===== config.mk =====
export PLATFORM = sky130hd
export DESIGN_NAME = multicycle_controller
export DESIGN_NICKNAME = d
export VERILOG_FILES = /design/src/rtl/multicycle_pkg.sv /design/src/rtl/multicycle_controller_alu_decoder.sv /design/src/rtl/multicycle_controller.sv
export SDC_FILE = /design/constraint.sdc
export NUM_CORES = 1
export LEC_CHECK = 0
export ABC_AREA = 1
export CORE_MARGIN = 2
export CORE_UTILIZATION = 35
export CTS_CLUSTER_DIAMETER = 30
export DETAILED_ROUTE_END_ITERATION = 12
export PLACE_DENSITY = 0.67
export SLEW_MARGIN = 0
export SYNTH_ARGS = -nofsm -noshare
export SYNTH_HDL_FRONTEND = slang
export SYNTH_HIERARCHICAL = 1
export SYNTH_SLANG_ARGS = --single-unit

===== constraint.sdc =====
create_clock -name i_clk -period 1.35 [get_ports i_clk]
set_input_delay 0.3375 -clock i_clk [delete_from_list [all_inputs] [get_ports i_clk]]
set_output_delay 0.3375 -clock i_clk [all_outputs]
set_load 0.01 [all_outputs]

===== src/rtl/multicycle_pkg.sv =====
// multicycle_pkg: states, opcodes and control encodings for the RV32I multi-cycle controller.
package multicycle_pkg;
   typedef enum logic [3:0] {
      S_FETCH, S_DECODE, S_MEMADR, S_MEMREAD, S_MEMWB, S_MEMWRITE,
      S_EXECUTER, S_EXECUTEI, S_ALUWB, S_BEQ, S_JAL
`ifdef RISCV_MULTICYCLE_ILLEGAL_TRAP_EN
      , S_ILLEGAL
`endif
   } state_t;
   localparam logic [6:0] OP_LOAD   = 7'b0000011;
   localparam logic [6:0] OP_STORE  = 7'b0100011;
   localparam logic [6:0] OP_RTYPE  = 7'b0110011;
   localparam logic [6:0] OP_ITYPE  = 7'b0010011;
   localparam logic [6:0] OP_BRANCH = 7'b1100011;
   localparam logic [6:0] OP_JAL    = 7'b1101111;
   localparam logic [1:0] ALUOP_ADD  = 2'b00;
   localparam logic [1:0] ALUOP_SUB  = 2'b01;
   localparam logic [1:0] ALUOP_FUNC = 2'b10;
   localparam logic [2:0] ALU_ADD = 3'b000;
   localparam logic [2:0] ALU_SUB = 3'b001;
   localparam logic [2:0] ALU_AND = 3'b010;
   localparam logic [2:0] ALU_OR  = 3'b011;
   localparam logic [2:0] ALU_SLT = 3'b101;
   localparam logic [1:0] IMM_I = 2'b00;
   localparam logic [1:0] IMM_S = 2'b01;
   localparam logic [1:0] IMM_B = 2'b10;
   localparam logic [1:0] IMM_J = 2'b11;
   localparam logic [1:0] RES_ALUOUT = 2'b00;
   localparam logic [1:0] RES_DATA   = 2'b01;
   localparam logic [1:0] RES_ALURES = 2'b10;
   localparam logic [1:0] SRCA_PC    = 2'b00;
   localparam logic [1:0] SRCA_OLDPC = 2'b01;
   localparam logic [1:0] SRCA_RS1   = 2'b10;
   localparam logic [1:0] SRCB_RS2  = 2'b00;
   localparam logic [1:0] SRCB_IMM  = 2'b01;
   localparam logic [1:0] SRCB_FOUR = 2'b10;
endpackage


===== src/rtl/multicycle_controller_alu_decoder.sv =====
// alu_decoder: combinational map from aluOp/funct3/opcode[5]/funct7b5 to ALU control.
module alu_decoder
   import multicycle_pkg::*;
(
   input  logic [1:0] i_aluOp,
   input  logic [2:0] i_funct3,
   input  logic       i_op5,
   input  logic       i_funct7b5,
   output logic [2:0] o_aluControl
);
   always_comb begin
      o_aluControl = ALU_ADD;
      if (i_aluOp == ALUOP_SUB) o_aluControl = ALU_SUB;
      else if (i_aluOp == ALUOP_FUNC)
         case (i_funct3)
            3'b000:  o_aluControl = (i_op5 & i_funct7b5) ? ALU_SUB : ALU_ADD;
            3'b010:  o_aluControl = ALU_SLT;
            3'b110:  o_aluControl = ALU_OR;
            3'b111:  o_aluControl = ALU_AND;
            default: o_aluControl = ALU_ADD;
         endcase
   end
endmodule


===== src/rtl/multicycle_controller.sv =====
// multicycle_controller: RV32I multi-cycle control FSM with retired-instruction counter;
// RISCV_MULTICYCLE_ILLEGAL_TRAP_EN adds a sticky ILLEGAL trap state.
module multicycle_controller
   import multicycle_pkg::*;
(
   input  logic        i_clk,
   input  logic        i_srst,
   input  logic [6:0]  i_opcode,
   input  logic [2:0]  i_funct3,
   input  logic        i_funct7b5,
   input  logic        i_zero,
   output logic        o_pcWrite,
   output logic        o_adrSrc,
   output logic        o_memWrite,
   output logic        o_irWrite,
   output logic        o_regWrite,
   output logic [1:0]  o_resultSrc,
   output logic [1:0]  o_aluSrcA,
   output logic [1:0]  o_aluSrcB,
   output logic [1:0]  o_immSrc,
   output logic [2:0]  o_aluControl,
   output logic [31:0] o_instret,
   output logic        o_illegal
);
   state_t r_state, w_next;
   logic w_pcUpdate, w_branch, w_adrSrc, w_memWrite, w_irWrite, w_regWrite, w_retire, w_quiet;
   logic [1:0] w_resultSrc, w_aluSrcA, w_aluSrcB, w_aluOp, w_immSrc;
   logic [2:0] w_aluControl;
   logic [31:0] r_instret;

   always_ff @(posedge i_clk) r_state <= i_srst ? S_FETCH : w_next;

   always_comb begin
      w_next      = r_state;
      w_pcUpdate  = 1'b0;
      w_branch    = 1'b0;
      w_adrSrc    = 1'b0;
      w_memWrite  = 1'b0;
      w_irWrite   = 1'b0;
      w_regWrite  = 1'b0;
      w_resultSrc = RES_ALUOUT;
      w_aluSrcA   = SRCA_PC;
      w_aluSrcB   = SRCB_RS2;
      w_aluOp     = ALUOP_ADD;
      case (r_state)
         S_FETCH: begin
            w_irWrite   = 1'b1;
            w_pcUpdate  = 1'b1;
            w_aluSrcB   = SRCB_FOUR;
            w_resultSrc = RES_ALURES;
            w_next      = S_DECODE;
         end
         S_DECODE: begin
            w_aluSrcA = SRCA_OLDPC;
            w_aluSrcB = SRCB_IMM;
            case (i_opcode)
               OP_LOAD, OP_STORE: w_next = S_MEMADR;
               OP_RTYPE:          w_next = S_EXECUTER;
               OP_ITYPE:          w_next = S_EXECUTEI;
               OP_BRANCH:         w_next = S_BEQ;
               OP_JAL:            w_next = S_JAL;
`ifdef RISCV_MULTICYCLE_ILLEGAL_TRAP_EN
               default:           w_next = S_ILLEGAL;
`else
               default:           w_next = S_FETCH;
`endif
            endcase
         end
         S_MEMADR: begin
            w_aluSrcA = SRCA_RS1;
            w_aluSrcB = SRCB_IMM;
`ifdef RISCV_MULTICYCLE_ILLEGAL_TRAP_EN
            w_next = (i_opcode == OP_LOAD) ? S_MEMREAD : (i_opcode == OP_STORE) ? S_MEMWRITE : S_ILLEGAL;
`else
            w_next = (i_opcode == OP_LOAD) ? S_MEMREAD : S_MEMWRITE;
`endif
         end
         S_MEMREAD: begin
            w_adrSrc = 1'b1;
            w_next   = S_MEMWB;
         end
         S_MEMWB: begin
            w_resultSrc = RES_DATA;
            w_regWrite  = 1'b1;
            w_next      = S_FETCH;
         end
         S_MEMWRITE: begin
            w_adrSrc   = 1'b1;
            w_memWrite = 1'b1;
            w_next     = S_FETCH;
         end
         S_EXECUTER: begin
            w_aluSrcA = SRCA_RS1;
            w_aluOp   = ALUOP_FUNC;
            w_next    = S_ALUWB;
         end
         S_EXECUTEI: begin
            w_aluSrcA = SRCA_RS1;
            w_aluSrcB = SRCB_IMM;
            w_aluOp   = ALUOP_FUNC;
            w_next    = S_ALUWB;
         end
         S_ALUWB: begin
            w_regWrite = 1'b1;
            w_next     = S_FETCH;
         end
         S_BEQ: begin
            w_aluSrcA = SRCA_RS1;
            w_aluOp   = ALUOP_SUB;
            w_branch  = 1'b1;
            w_next    = S_FETCH;
         end
         S_JAL: begin
            w_aluSrcA  = SRCA_OLDPC;
            w_aluSrcB  = SRCB_FOUR;
            w_pcUpdate = 1'b1;
            w_next     = S_ALUWB;
         end
         default: w_next = r_state;
      endcase
   end

   alu_decoder u_alu_decoder (
      .i_aluOp      (w_aluOp),
      .i_funct3     (i_funct3),
      .i_op5        (i_opcode[5]),
      .i_funct7b5   (i_funct7b5),
      .o_aluControl (w_aluControl)
   );

   always_comb w_immSrc = (i_opcode == OP_STORE) ? IMM_S : (i_opcode == OP_BRANCH) ? IMM_B :
                          (i_opcode == OP_JAL) ? IMM_J : IMM_I;

   assign w_retire = r_state inside {S_MEMWB, S_MEMWRITE, S_ALUWB, S_BEQ};

   always_ff @(posedge i_clk)
      if (i_srst) r_instret <= '0;
      else if (w_retire) r_instret <= r_instret + 32'd1;

`ifdef RISCV_MULTICYCLE_ILLEGAL_TRAP_EN
   logic r_illegal;
   always_ff @(posedge i_clk) r_illegal <= i_srst ? 1'b0 : (r_illegal | (w_next == S_ILLEGAL));
   assign w_quiet   = i_srst | (r_state == S_ILLEGAL);
   assign o_illegal = r_illegal & ~i_srst;
`else
   assign w_quiet   = i_srst;
   assign o_illegal = 1'b0;
`endif

   // Reset (and the trap state) silences every output, including the immediate decode.
   assign o_pcWrite    = ~w_quiet & (w_pcUpdate | (w_branch & i_zero));
   assign o_adrSrc     = ~w_quiet & w_adrSrc;
   assign o_memWrite   = ~w_quiet & w_memWrite;
   assign o_irWrite    = ~w_quiet & w_irWrite;
   assign o_regWrite   = ~w_quiet & w_regWrite;
   assign o_resultSrc  = w_quiet ? 2'b00 : w_resultSrc;
   assign o_aluSrcA    = w_quiet ? 2'b00 : w_aluSrcA;
   assign o_aluSrcB    = w_quiet ? 2'b00 : w_aluSrcB;
   assign o_immSrc     = w_quiet ? 2'b00 : w_immSrc;
   assign o_aluControl = w_quiet ? 3'b000 : w_aluControl;
   assign o_instret    = i_srst ? 32'd0 : r_instret;
endmodule


==> impl_metrics.csv <==
group,metric,value,unit
run_status,status,"finished with violations",
run_status,violations,"setup timing",
sta,finalHoldViolCount,0,
critical_path,critPathRequiredTime,1590,ps
cells_and_area,utilization,63.4,%
job,drv_cap,0,
floorplanning,die_area,7960,um^2
min_path,hold_path.class,"input port to flop",
critical_path,critical_path.endpoint_type,"flop",
detailed_routing,avgViaCountPerCell,4.82,
detailed_routing,drc_errors,0,
clock_network,hold_buffers,0,
yosys,synthSimpleGateAreaFrac,46.2,%
sta,drv_slew,0,
floorplanning,coreArea,7140,um^2
sta,fmax,544,MHz
sta,rsz0062_at_grt,"true",
power_and_ir_drop,pwr-share-seq,46.5,%
sta,finalWorstSetupSlack,-487,ps
yosys,postSynthCellCount,436,
detailed_routing,drt_iter0_drc,100,
critical_path,r2r_cells,13,
detailed_routing,firstDrtPassIters,4,
min_path,min_path_cells,3,
floorplanning,rows,31,
detailed_routing,vias,3439,
global_routing,track_usage,23.0,%
yosys,synth_top_family_by_area,"simple AND/OR/NAND/NOR gates",
yosys,ys.warnings.count,6,
place,place_hpwl,6.14,mm
power_and_ir_drop,cellLeakagePower,2.12,nW
cells_and_area,drive_above_1_share,51.1,%
yosys,synth-compound-area-share,9.80,%
place,post-place-ws,-969,ps
critical_path,crit_fanout,6,
yosys,synth_fp_nets,451,
global_routing,grt_overflow,0,
yosys,synth_xor_area_share,0.345,%
clock_network,cts-buffers-inserted,5,
yosys,syn-cell-area,2540,um^2
clock_network,clk_pin_slew,80,ps
critical_path,setup.worst_path.class,"flop to flop",
clock_network,clockBufferDepth,2,
detailed_routing,drt.antenna.violating_nets,0,
global_routing,antenna_found_initial,0,
power_and_ir_drop,power_switching,608,uW
cells_and_area,area_delta_synth_final,77.9,%
cells_and_area,nNetsFinal,628,
place,gp_congestion,0.952,
clock_network,h-tree-depth,2,
global_routing,grt_pass1_wl,14.4,mm
yosys,synth.distinct_cells,34,
power_and_ir_drop,swShare,26.5,%
sta,fin_crit,1840,ps
power_and_ir_drop,power.internal,1.69,mW
place,port_buffers,61,
critical_path,startpoint_type,"flop",
detailed_routing,postRouteWirelength,9.16,mm
clock_network,clock_latency,300,ps
clock_network,cts_tree,"built",
power_and_ir_drop,p_total,2.29,mW
power_and_ir_drop,power_frac_comb,14.0,%
cells_and_area,num_antenna_cells,0,
yosys,ys_seq_elements,36,
global_routing,grt_pass1_vias,3181,
floorplanning,die_h,89.2,um
sta,fin_skew,10.4,ps
global_routing,grt_max_degree,22,
yosys,synthAdderAreaFrac,0.492,%
floorplanning,die_x,89.2,um
power_and_ir_drop,power_density,507,nW/um^2
yosys,seq_area_frac_synth,28.4,%
clock_network,ctsRootBufferMaster,"clkbuf_8",
sta,setup_violations,52,
yosys,synthMuxAreaShare,0,%
clock_network,cts_sinks,36,
sta,fin_crit_sh,136,%
power_and_ir_drop,pwr-share-clk,39.5,%
floorplanning,num_io_pins,63,
power_and_ir_drop,peakVddDrop,0.320,mV
yosys,avgSynthCellArea,5.83,um^2
detailed_routing,wl_per_cell,12.8,um
critical_path,worstPathArrival,2080,ps
floorplanning,start_util,35.6,%
==> per-layer routing <==
layer	part of all wire, %	GRT usage (%)	vias up
met4	3.3	9.09	0
met3	4.2	4.62	26
met1	42	27.1	1605
li1	-	-	1722
met5	0	0	-
met2	51	40.6	86
==> worst paths after layout <==
check,startpoint,end,slack [ps]
worst max-delay path,r_state[3]$_SDFFE_PP0P_,r_instret[24]$_SDFFE_PP0P_,-490
worst min-delay path,i_srst,r_instret[14]$_SDFFE_PP0P_,480
worst max register to register,r_state[3]$_SDFFE_PP0P_,r_instret[24]$_SDFFE_PP0P_,-490
worst min register to register,r_instret[12]$_SDFFE_PP0P_,r_instret[12]$_SDFFE_PP0P_,480
==> critical path, cell delays in order (launching register included) <==
cell and delay (ps):
dfxtp_4 370, buf_4 140, clkinv_4 40, buf_4 100
nand2_4 50, buf_12 120, nand2_8 70, buf_6 110
nand3_4 90, nor2_4 230, nand4_1 200, nand2_1 120
nand2_1 50, nor2_1 90
==> metrics by stage <==
stage	cells	setup TNS, ps	instance area [um^2]	hold WS [ps]
3_3_place_gp	678	-29300	3970	458
6_report	713	-17810	4520	475
4_1_cts	707	-14380	4420	452
3_5_place_dp	678	-31130	3970	473
5_1_grt	713	-21720	4520	479
2_1_floorplan	436	-239	2580	445
==> placed cells by master, fill, tap and decap left out, types with 4 or more instances in the layout <==
master,netlist,routed
nand3_4,0,5
clkdlybuf4s50_1,0,5
nor3_4,1,5
clkbuf_8,0,5
buf_12,0,5
inv_1,80,62
nor3_1,17,10
a21oi_1,22,19
dfxtp_1,36,11
nor2_1,90,68
inv_2,1,14
nand3_1,18,11
nand2_2,7,14
nor2_2,9,16
o21ai_2,0,9
buf_4,1,102
nor3_2,2,5
buf_6,2,16
nor2_4,1,16
dfxtp_2,0,22
inv_4,0,4
nand4_1,16,16
nand2_1,87,77
nand3_2,5,7
o21ai_1,1,8
buf_2,0,48
==> cells in the mapped netlist <==
cell / n / area share [%]
a211oi_1: 1 / 0.30
nor2_4: 1 / 0.44
o21ai_0: 18 / 3.5
nor3_4: 1 / 0.64
xor2_1: 1 / 0.34
dfxtp_1: 36 / 28
ha_1: 1 / 0.49
nor3_1: 17 / 3.3
conb_1: 1 / 0.15
nor3_2: 2 / 0.79
nand3b_1: 1 / 0.30
a41oi_1: 1 / 0.34
nand2_2: 7 / 1.7
inv_2: 1 / 0.15
a31oi_1: 1 / 0.25
nand3_1: 18 / 3.5
clkinv_4: 1 / 0.34
inv_1: 80 / 12
buf_6: 2 / 0.89
o22ai_1: 1 / 0.25
clkbuf_1: 7 / 1.0
buf_1: 1 / 0.15
o31ai_1: 1 / 0.30
nand3_2: 5 / 2.0
nor2_1: 90 / 13
nand4_1: 16 / 3.9
buf_4: 1 / 0.30
nor2_2: 9 / 2.2
nand2_1: 87 / 13
a21oi_1: 22 / 4.3
o21ai_1: 1 / 0.20
nor4_1: 1 / 0.25
o21a_1: 1 / 0.30
nand2_4: 2 / 0.89
==> power by group through the flow <==
stage | combinational (mW) | clock [mW] | sequential, mW
final | 0.322 | 0.906 | 1.07
after CTS | 0.294 | 0.912 | 1.07
after detailed placement | 0.255 | 0 | 1.09
after floorplan | 0.110 | 0 | 1.09
after global placement | 0.250 | 0 | 1.09
after global routing | 0.345 | 0.967 | 1.07
==> kinds of logic (layout without fill, tap and decap cells) <==
family	Yosys count	after routing
compound gates	47	47
xor+xnor	1	1
fa+ha+maj	1	1
buf+inv	93	271
flops	36	36
other cells	1	1
simple gates	257	257
==> repair_timing <==
item / CTS / global route
gates resized for setup: 329 / 47
pin swaps: 35 / 20
setup buffers: 21 / 6
endpoints found under the setup margin: 84 / 69
==> area by class of cell <==
| class | instances | area [um^2] |
|---|---|---|
| Fill cell | 652 | 2620 |
| Multi-Input combinational cell | 307 | 1820 |
| Timing Repair Buffer | 181 | 1380 |
| Sequential cell | 36 | 759 |
| Inverter | 82 | 335 |
| Tap cell | 99 | 124 |
| Clock buffer | 7 | 97.6 |
| Clock inverter | 1 | 5.00 |
==> registers in the layout, indices dropped and copies added, names as in the netlist <==
register,cells
r_instret,32
r_state,4
Note: power is estimated with default switching activity, not from simulation.
==> RTL change 1 (same settings) <==
Build with the macro `RISCV_MULTICYCLE_ILLEGAL_TRAP_EN` defined.
--- a/src/rtl/multicycle_pkg.sv
+++ b/src/rtl/multicycle_pkg.sv
@@ -1,4 +1,6 @@
 // multicycle_pkg: states, opcodes and control encodings for the RV32I multi-cycle controller.
+`define RISCV_MULTICYCLE_ILLEGAL_TRAP_EN
+
 package multicycle_pkg;
    typedef enum logic [3:0] {
       S_FETCH, S_DECODE, S_MEMADR, S_MEMREAD, S_MEMWB, S_MEMWRITE,
Behaviour: not the same (a bounded check fails within 4 cycles, from zero or initial values and one cycle with i_srst high).
==> RTL change 1 against the original RTL <==
- the flow still finishes with violations (negative setup slack)
- sequential cell count up 1
- routed wire length up 23%
- area after synthesis increased by 12%
- first-iteration DRC count up 140%
- count of clock-buffer cells in the layout unchanged
- design area increased by 15%
- sequential share of layout area decreased by 1.7 points
- non-clock buffer count increased by 7
- die area up 11%
- utilization is 3.3 points higher
- worst setup slack worse by 44 ps
- highest routed layer unchanged
Power is not compared: it rests on default switching activity, and its combinational part moved more than twofold at a synthesized area within 25%.
==> RTL change 1: results (changes against the original RTL) <==
[run_status]
run_status=complete, but fails checks
violations=negative setup slack

[cells_and_area]
buf_share_pct=30.0  ; -0.53 points
num-fill-cells=632  ; -3.1%
fin_nets=724  ; +15%
reg_top3=r_instret (32), r_state (4), r_illegal (1)
multiInputGateArea_um2=2280  ; +25%
n_all_inverters=81  ; -1.2%
clk_share_pct=1.95  ; -0.32 points

[route]
drtIter0Drc=243  ; +140%
wl_per_cell_um=13.9  ; +7.9%
vias=4041  ; +18%

[placement]
hpwl_um=7100  ; +16%

[sta]
finalSetupViolations=54  ; +3.8%
setup_tns_ps=-12500  ; +5310 ps
worst_slack_ps=-531  ; -44.1 ps

[grt]
grt_pass1_vias=3928  ; +23%
gr-usage-met3_pct=4.01  ; -0.60 points
grt_pass1_wl_um=17400  ; +21%
use_met2_pct=46.4  ; +5.8 points
grt_max_degree=26  ; +18%

[synth]
synthTopCellsByArea=dfxtp_1, nand2_1, nor2_1
synth_nets=539  ; +20%
ys_seq_area_share_pct=26.1  ; -2.3 points
synth-adder-area-share_pct=0.441  ; -0.052 points

[cts]
clock_sinks=37  ; +2.8%

## RTL change 1: cell types whose count changed after synthesis, moves of 6 or more
cell / before / now
nor2_1: 90 / 111
a21oi_1: 22 / 37
nand3_1: 18 / 24
nor3_1: 17 / 9
xor2_1: 1 / 7
nand2_1: 87 / 171
nand4_1: 16 / 4
o21ai_0: 18 / 8
## RTL change 1: metal layers
metal / wire length (um) / part of all wire (%) / vias up
met1: 4410 / 39 / 1877
met2: 5830 / 52 / 152
li1: - / - / 1974
met4: 403 / 3.6 / 0
met3: 610 / 5.4 / 38
met5: 0 / 0 / -
## RTL change 1: path summary, 6_finish.rpt
check / startpoint / end / slack, ps / depth (start not counted)
min: i_srst / r_state[2] / 420 / 3
min reg2reg: r_instret[1] / r_instret[1] / 470 / 2
max: r_state[1] / o_aluSrcA[1] / -530 / 8
max reg2reg: r_state[2] / r_instret[0] / -260 / 10
## RTL change 1: metrics by stage
step	worst slack [ps]	utilization [%]	instance area, um^2	std cells	total power (W)
after floorplan	-24.7	-	2930	524	0.00220
after detailed placement	-877	55.0	4290	765	0.00314
after global routing	-630	66.6	5200	812	0.00584
after CTS	-494	63.8	4980	808	0.00509
final	-531	66.6	5200	812	0.00556
after global placement	-842	55.0	4290	765	0.00312
## RTL change 1: cells by family (layout without fill, tap and decap cells)
logic type,Yosys count,after routing
xor gates and xnor gates,7,7
AOI/OAI and AO/OA,48,48
DFF,37,37
adders and majority gates,1,1
buffers and inverters,91,277
and+or+nand+nor,340,340
## RTL change 1: worst max-delay path, delay by kind of cell, from the launching register on
family	cells	cell delay [ps]
compound gates	2	220
buf+inv	5	570
flops	1	370
simple gates	1	100
## RTL change 1: what timing repair did
item / CTS / global route
gates cloned: 4 / 0
setup endpoints to repair: 84 / 73
resized for setup: 354 / 89
pin swaps: 48 / 24
buffers inserted: 34 / 6
==> RTL change 2 (same flow settings) <==
Without the edit above. Add an input register stage for `i_funct3`, `i_funct7b5` and `i_zero`, cleared by the reset; this delays them by one clock. The other inputs are not delayed to match.
--- a/src/rtl/multicycle_controller.sv
+++ b/src/rtl/multicycle_controller.sv
@@ -22,6 +22,23 @@
    output logic [31:0] o_instret,
    output logic        o_illegal
 );
+
+   logic [2:0] i_funct3_q;
+   logic i_funct7b5_q;
+   logic i_zero_q;
+
+   always_ff @(posedge i_clk) begin
+      if (i_srst) begin
+         i_funct3_q   <= '0;
+         i_funct7b5_q <= '0;
+         i_zero_q     <= '0;
+      end else begin
+         i_funct3_q   <= i_funct3;
+         i_funct7b5_q <= i_funct7b5;
+         i_zero_q     <= i_zero;
+      end
+   end
+
    state_t r_state, w_next;
    logic w_pcUpdate, w_branch, w_adrSrc, w_memWrite, w_irWrite, w_regWrite, w_retire, w_quiet;
    logic [1:0] w_resultSrc, w_aluSrcA, w_aluSrcB, w_aluOp, w_immSrc;
@@ -122,9 +139,9 @@
 
    alu_decoder u_alu_decoder (
       .i_aluOp      (w_aluOp),
-      .i_funct3     (i_funct3),
+      .i_funct3     (i_funct3_q),
       .i_op5        (i_opcode[5]),
-      .i_funct7b5   (i_funct7b5),
+      .i_funct7b5   (i_funct7b5_q),
       .o_aluControl (w_aluControl)
    );
 
@@ -148,7 +165,7 @@
 `endif
 
    // Reset (and the trap state) silences every output, including the immediate decode.
-   assign o_pcWrite    = ~w_quiet & (w_pcUpdate | (w_branch & i_zero));
+   assign o_pcWrite    = ~w_quiet & (w_pcUpdate | (w_branch & i_zero_q));
    assign o_adrSrc     = ~w_quiet & w_adrSrc;
    assign o_memWrite   = ~w_quiet & w_memWrite;
    assign o_irWrite    = ~w_quiet & w_irWrite;
Function: changed (a bounded check fails within 4 cycles, from zero or initial values and one cycle with i_srst high).
==> RTL change 2 against the original RTL <==
- sequential cell count is 5 higher
- routed wire length rose by 12%
- synthesized cell count rose by 3.4%
- worst setup slack lost 13 ps
- power up 16%
- fmax is 0.68% lower
- the run still ends with negative setup slack left
- register-to-register slack better by 160 ps
- area after synthesis is 5.8% higher
- count of clock-buffer cells in the layout unchanged
- highest routed layer unchanged
- first-iteration DRC count increased by 61%
- critical path type is now reg2out
- largest cell class unchanged
- utilization rose by 2.5 points
- design area increased by 6.7%
==> RTL change 2: results (changes against the original RTL) <==
[run_status]
run_status=complete, but fails checks
violations=negative setup slack

[cells_and_area]
fin_nets=642  ; +2.2%
drive_gt1_share_pct=55.1  ; +4.0 points

[synth]
ys_async_sr_fraction_pct=0  ; unchanged
synth_common_cells=nor2_1, nand2_1, inv_1, dfxtp_1, nand3_1
ys_seq_area_share_pct=30.5  ; +2.2 points
synth_nets=466  ; +3.3%
synthTopCellsByArea=dfxtp_1, nor2_1, nand2_1

[route]
first_pass_iters=5  ; +1
wl_per_cell_um=14.1  ; +9.4%
viasPerCell=4.92  ; +2.1%
drtIter0Drc=161  ; +61%
met3_length_um=598  ; +57%
m1WireLength_um=3850  ; +0.94%
dr_wl_met2_um=5470  ; +17%

[worst_setup_path]
cp_top_family=buffers and inverters
path_max_fanout=4  ; -2
crit_arrival_ps=1510  ; -570 ps

[grt]
grt_pass1_vias=3441  ; +8.2%
grt_max_degree=23  ; +4.5%
grt_pass1_wl_um=14900  ; +4.1%
grt_use_total_pct=21.5  ; -1.5 points

[sta]
skew_ps=7.60  ; -2.83 ps
worst_slack_ps=-500  ; -12.7 ps
finalSetupViolations=52  ; unchanged

[pwr]
ir_drop_mv=0.578  ; +81%
leakage_nw=2.28  ; +7.6%

[placement]
hpwl_um=6190  ; +0.87%

==> RTL change 2: area by class of cell <==
type,count,area share [%]
tap,99,2.57
inverter,84,7.11
clock buffer,7,1.79
multi-input combinational,313,41.0
clock inverter,1,0.622
sequential,41,18.0
timing repair buffer,182,28.9
==> RTL change 2: path summary, 6_finish.rpt <==
kind / startpoint / endpoint / slack [ps]
worst max-delay path: r_state[3] / o_aluSrcB[0] / -500
worst min-delay path: i_srst / r_instret[2] / 470
worst max register to register: r_state[3] / r_instret[23] / -330
worst min register to register: r_instret[4] / r_instret[4] / 500
==> RTL change 2: per-layer routing <==
layer | vias to the layer above | GRT usage (%)
met5 | - | 0
met4 | 0 | 8.46
met3 | 32 | 4.44
met2 | 128 | 39.7
met1 | 1667 | 23.9
li1 | 1752 | -
==> RTL change 2: report_power, final <==
part | internal, W | leakage, nW | switching [W]
Combinational | 0.000168 | 1.88 | 0.000193
Sequential | 0.00121 | 0.347 | 0.0000112
Clock | 0.000604 | 0.0585 | 0.000464
Total | 0.00198 | 2.28 | 0.000669
==> RTL change 2: cell families after synthesis <==
kind of cell             after synthesis  share of synthesized area, %
AND/OR/NAND/NOR                      263                          44.9
buffers and inverters                 97                          14.4
AO/OA/AOI/OAI                         47                          9.22
flip-flops                            41                          30.5
XOR/XNOR                               1                         0.326
adder cells (fa/ha/maj)                1                         0.465
other                                  1                         0.140
==> RTL change 2: tightest hold or removal path, stage by stage <==
cell	delay [ps]
buf_4	140
buf_6	200
a211oi_2	60
==> RTL change 2: what timing repair did <==
item,in CTS,in global routing
pin swaps,27,35
setup buffers,22,23
setup endpoints to repair,81,76
resized for setup,309,124
hold buffers,0,0
==> RTL change 2: metrics by stage <==
stage	utilization, %	area [um^2]	setup TNS, ps	setup slack, ps	instances
after floorplan	-	2750	-433	-102	451
after global placement	55.5	4070	-22300	-835	686
after detailed placement	55.5	4070	-24310	-862	686
after CTS	61.5	4510	-7490	-445	713
after global routing	65.8	4820	-16760	-558	727
final	65.8	4820	-13860	-500	727
